==> config.mk <==
export PLATFORM = sky130hd
export DESIGN_NAME = seven_seg_scan_ctrl
export DESIGN_NICKNAME = d
export VERILOG_FILES = /design/src/rtl/seven_seg_scan_ctrl.sv
export SDC_FILE = /design/constraint.sdc
export NUM_CORES = 1
export LEC_CHECK = 0
export CAP_MARGIN = 20
export CORE_MARGIN = 2
export CORE_UTILIZATION = 38
export CTS_CLUSTER_SIZE = 8
export DETAILED_ROUTE_END_ITERATION = 10
export DONT_BUFFER_PORTS = 1
export SLEW_MARGIN = 20
export SYNTH_ARGS = -nofsm -noshare
export SYNTH_HDL_FRONTEND = slang
export SYNTH_SLANG_ARGS = --single-unit
==> constraint.sdc <==
create_clock -name i_clk -period 3.95 [get_ports i_clk]
set_clock_uncertainty 0.1 [all_clocks]
set_input_delay 1.185 -clock i_clk [delete_from_list [all_inputs] [get_ports i_clk]]
set_output_delay 1.185 -clock i_clk [all_outputs]
set_load 0.05 [all_outputs]
==> src/rtl/seven_seg_scan_ctrl.sv <==
// seven_seg_scan_ctrl: time-multiplexed scan controller for a 4-digit
// common-cathode 7-segment display fed by an external BCD decoder.
// A new BCD value is taken over valid/ready into a shadow register and
// committed to o_BCD only at frame starts (or on disable), so digits never tear.
// Optional build macro: LEADING_ZERO_BLANK_EN blanks leading-zero digits 1..3.
module seven_seg_scan_ctrl #(
   parameter int unsigned DIGIT_CYCLES = 50000,
   parameter int unsigned BLANK_CYCLES = 500
) (
   input  logic        i_clk,
   input  logic        i_rst,
   input  logic        i_en,
   input  logic [15:0] i_BCD,
   input  logic        i_valid,
   output logic        o_ready,
   output logic [15:0] o_BCD,
   input  logic [7:0]  i_data_1,
   input  logic [7:0]  i_data_2,
   input  logic [7:0]  i_data_3,
   input  logic [7:0]  i_data_4,
   output logic [7:0]  o_seg,
   output logic [3:0]  o_digit,
   output logic        o_frame
);

   localparam int unsigned CW = (DIGIT_CYCLES > 1) ? $clog2(DIGIT_CYCLES) : 1;

   typedef enum logic {
      ST_BLANK,
      ST_ON
   } state_t;

   state_t        state, state_n;
   logic [CW-1:0] cnt, cnt_n;
   logic [1:0]    idx, idx_n;
   logic          en_d;
   logic          frame_n;
   logic [15:0]   shadow;
   logic [3:0]    lz_blank;
   logic [7:0]    seg_sel;
   logic          commit;

   // Next slot counter, digit index, frame strobe and scan state
   always_comb begin
      cnt_n   = '0;
      idx_n   = '0;
      frame_n = 1'b0;
      if (i_en) begin
         if (!en_d) begin
            frame_n = 1'b1;
         end else if (cnt == CW'(DIGIT_CYCLES - 1)) begin
            idx_n   = idx + 2'd1;
            frame_n = (idx == 2'd3);
         end else begin
            cnt_n = cnt + CW'(1);
            idx_n = idx;
         end
      end
      // Counter only ever returns to 0 on wrap/restart/disable, and BLANK_CYCLES >= 1,
      // so these two points fully define the BLANK/ON boundaries.
      if (cnt_n == '0)
         state_n = ST_BLANK;
      else if (cnt_n == CW'(BLANK_CYCLES))
         state_n = ST_ON;
      else
         state_n = state;
   end

   // Leading-zero mask and decoder output selection for the upcoming digit
   always_comb begin
      lz_blank = '0;
`ifdef LEADING_ZERO_BLANK_EN
      lz_blank[0] = (o_BCD[15:12] == 4'h0);
      lz_blank[1] = lz_blank[0] && (o_BCD[11:8] == 4'h0);
      lz_blank[2] = lz_blank[1] && (o_BCD[7:4] == 4'h0);
`else
      lz_blank = '0;
`endif
      case (idx_n)
         2'd0:    seg_sel = i_data_1;
         2'd1:    seg_sel = i_data_2;
         2'd2:    seg_sel = i_data_3;
         default: seg_sel = i_data_4;
      endcase
      if (lz_blank[idx_n])
         seg_sel = '0;
      commit = !o_ready && (frame_n || !i_en);
   end

   // Scan FSM, registered display outputs and shadow-register handshake
   always_ff @(posedge i_clk or posedge i_rst) begin
      if (i_rst) begin
         state   <= ST_BLANK;
         cnt     <= '0;
         idx     <= '0;
         en_d    <= 1'b0;
         o_frame <= 1'b0;
         o_digit <= '0;
         o_seg   <= '0;
         o_BCD   <= '0;
         shadow  <= '0;
         o_ready <= 1'b1;
      end else begin
         state   <= state_n;
         cnt     <= cnt_n;
         idx     <= idx_n;
         en_d    <= i_en;
         o_frame <= frame_n;
         if (state_n == ST_ON) begin
            o_digit <= 4'b1000 >> idx_n;
            o_seg   <= seg_sel;
         end else begin
            o_digit <= '0;
            o_seg   <= '0;
         end
         // o_ready low means the shadow is full, so commit and accept are exclusive
         if (commit) begin
            o_BCD   <= shadow;
            o_ready <= 1'b1;
         end else if (i_valid && o_ready) begin
            shadow  <= i_BCD;
            o_ready <= 1'b0;
         end
      end
   end

endmodule

==> metrics <==
Clock power frac 31.2%; Comb power frac 10.2%; # setup viols final 0; hold-fix buffers at CTS 0; Worst VDD drop 0.2794 mV; chip width 95.87 µm; number of fill cells 737; HP Start shadow[6]$_DFFE_PP0P_; gr ovfl total 0; Worst Tran Pin Value 814.2 ps; Achievable Freq 0.3099 GHz; Final Cycle Share 81.70%; drt first-iter violations 127; Crit path buffers/inverters 0; Routed met2 length 2741 µm; Post-Syn Instances 272; CTS tree yes; syn nets 326; Total GRT Usage 14.72%; met3 wire len 512 µm; Largest stage delay, worst path 580 ps; Max transition margin 44.56%; Required @ worst endpoint 4060 ps; Placeable Area 8217 µm²; switching share of power 37.13%; synth warn 0; Crit path max-delay family simple AND/OR/NAND/NOR gates; critical path type reg2reg; ant diodes 0; post-layout minimum cycle time 3227 ps; H-Tree Depth 3; DRC Markers 0; initial core utilization 39.03%; Fin. Hold Viols 0; total I/O pin count 82; setup TNS 0 ps; post-synthesis sequential area ratio 51.54%; pins over their slew limit 0; clk root buf clkbuf_8; layout cell share with drive strength beyond 1 21.77%; share of synthesized flip-flops with an asynchronous set or reset 100.0%; leakage 1.406 nW; Cell variety after synth 46; clk_lat worst skew 350 ps; initial antenna violation count 0; worst hold slack 390.2 ps; launch point of the worst path cnt[0]$_DFF_PP0_; clock slew at reported path FFs 90 ps; DPL Wire Length 4263 µm; sequential share of power 58.6%; WL final 6224 µm; Wirelength per Cell 16.55 µm; Worst Setup End Kind flop; ys flop type dfrtp_1; first-pass GRT wire length 10210 µm; Max-Cap Viols 0; DIE HEIGHT 95.87 µm; Area growth syn-to-layout 8.974%; DR top layer met4; worst r2r src cnt[0]$_DFF_PP0_; crit-path most repeated cell and3_1; NetSw 0.7696 mW; Die ar. 9190 µm²; Num CTS Buffers 9; average instance area after synthesis 11.79 µm²; DR vias/cell 5.492; Seq cells post-synth 66; Post-Syn Area 3207 µm²; HP Class reg2reg; fin nets 320; Slowest cell on crit path or4b_1; PwrDens 593.2 nW/µm²; # rows 33; met1 WL 2861 µm; Pint 1.303 mW; CP Max Fanout 13; Critical Path, Cell by Cell ha_1 > and3_1 > and3_1 > a31oi_1 > or4b_1 > o31a_1 > a2111oi_1; first-pass iteration count of the detailed router 5; Sinks on Clock Net 66; post-CTS setup buffer count 0; port bufs 0; vias in the first global route 2028; via count 2065; deepest clock path buffer count 2; status completed; Final ANT Viol Nets 0; Post-CTS Resized 0; crit path DAT 3340 ps; CP Launch Type flop; Post-synth EDFFs 0; Placer Congestion 0.8629; largest net degree at the start of global routing 36; RSZ-0062 raised after global routing no
-- per-stage QoR --
step	cell area (µm²)	setup WS [ps]	util, %	cells	power [mW]
finish	3495	722.8	42.53	376	2.073
global route	3495	479.1	42.53	376	2.163
CTS	3495	695.8	42.53	376	2.095
detailed placement	3269	621.9	39.79	360	1.450
global placement	3269	725.1	39.79	360	1.440
floorplan	3207	1012	-	272	1.386
-- synth_stat cells, types with 7 or more instances --
master,n,area (µm²)
dfrtp_1,65,1627
mux2_2,23,259.0
nor2_1,22,82.58
nand2_1,14,52.55
buf_2,11,55.05
mux2i_1,10,100.1
mux2_1,9,101.4
a211oi_1,8,60.06
nor2b_1,8,50.05
xor2_1,8,70.07
clkbuf_1,7,26.28
nand3_1,7,35.03
xnor2_1,7,61.31
-- final cells by class --
cell class / count / area (µm²) / share of cell area (%)
Clock buffer: 9 / 123.9 / 3.545
Clock inverter: 7 / 101.3 / 2.900
Inverter: 4 / 15.01 / 0.4296
Multi-Input combinational cell: 179 / 1425 / 40.78
Sequential cell: 66 / 1653 / 47.30
Tap cell: 105 / 131.4 / 3.759
Timing Repair Buffer: 6 / 45.04 / 1.289
-- registers in the layout, indices dropped and copies added, names as in the netlist --
register and cells:
o_ready 1, o_digit 4, shadow 16, o_BCD 16, en_d 1, cnt 16, idx 2, o_frame 1
state 1, o_seg 8
-- cells in the final DEF, fill, tap and decap left out, types with 7 or more instances in the layout --
master	netlist	final
mux2i_1	10	9
mux2_1	9	9
nand2_1	14	14
a211oi_1	8	8
mux2_2	23	23
nor2b_1	8	8
xor2_1	8	8
nand3_1	7	7
nor2_1	22	22
xnor2_1	7	7
dfrtp_1	65	65
clkbuf_8	0	9
-- metal layers --
layer,up-vias,track usage [%]
met4,0,7.381
met3,10,5.325
met5,-,0
met1,1004,19.31
li1,964,-
met2,87,21.45
-- cell families after synthesis --
group           synth area share (%)
xor+xnor                       4.097
compound gates                 9.403
mux                            14.36
simple gates                   15.29
flops                          51.54
fa+ha+maj                     0.7802
buf+inv                        4.526
-- power groups by stage --
| stage | logic (mW) | clock network, mW | registers [mW] |
|---|---|---|---|
| 6_report | 0.212 | 0.646 | 1.22 |
| 5_1_grt | 0.236 | 0.693 | 1.24 |
| 4_1_cts | 0.216 | 0.660 | 1.22 |
| 3_5_place_dp | 0.216 | 0 | 1.23 |
| 3_3_place_gp | 0.210 | 0 | 1.23 |
| 2_1_floorplan | 0.184 | 0 | 1.20 |
-- worst paths after layout --
path	endpoint	slack, ps	cells past startpoint
max	o_seg[1]$_DFF_PP0_	720	7
min	o_BCD[6]$_DFFE_PP0P_	390	1
max reg2reg	o_seg[1]$_DFF_PP0_	720	7
min reg2reg	o_BCD[6]$_DFFE_PP0P_	390	1
max in group asynchronous	o_digit[1]$_DFF_PP0_	2260	2
min in group asynchronous	o_BCD[2]$_DFFE_PP0P_	720	1
Power figures use the tool's default switching activity.
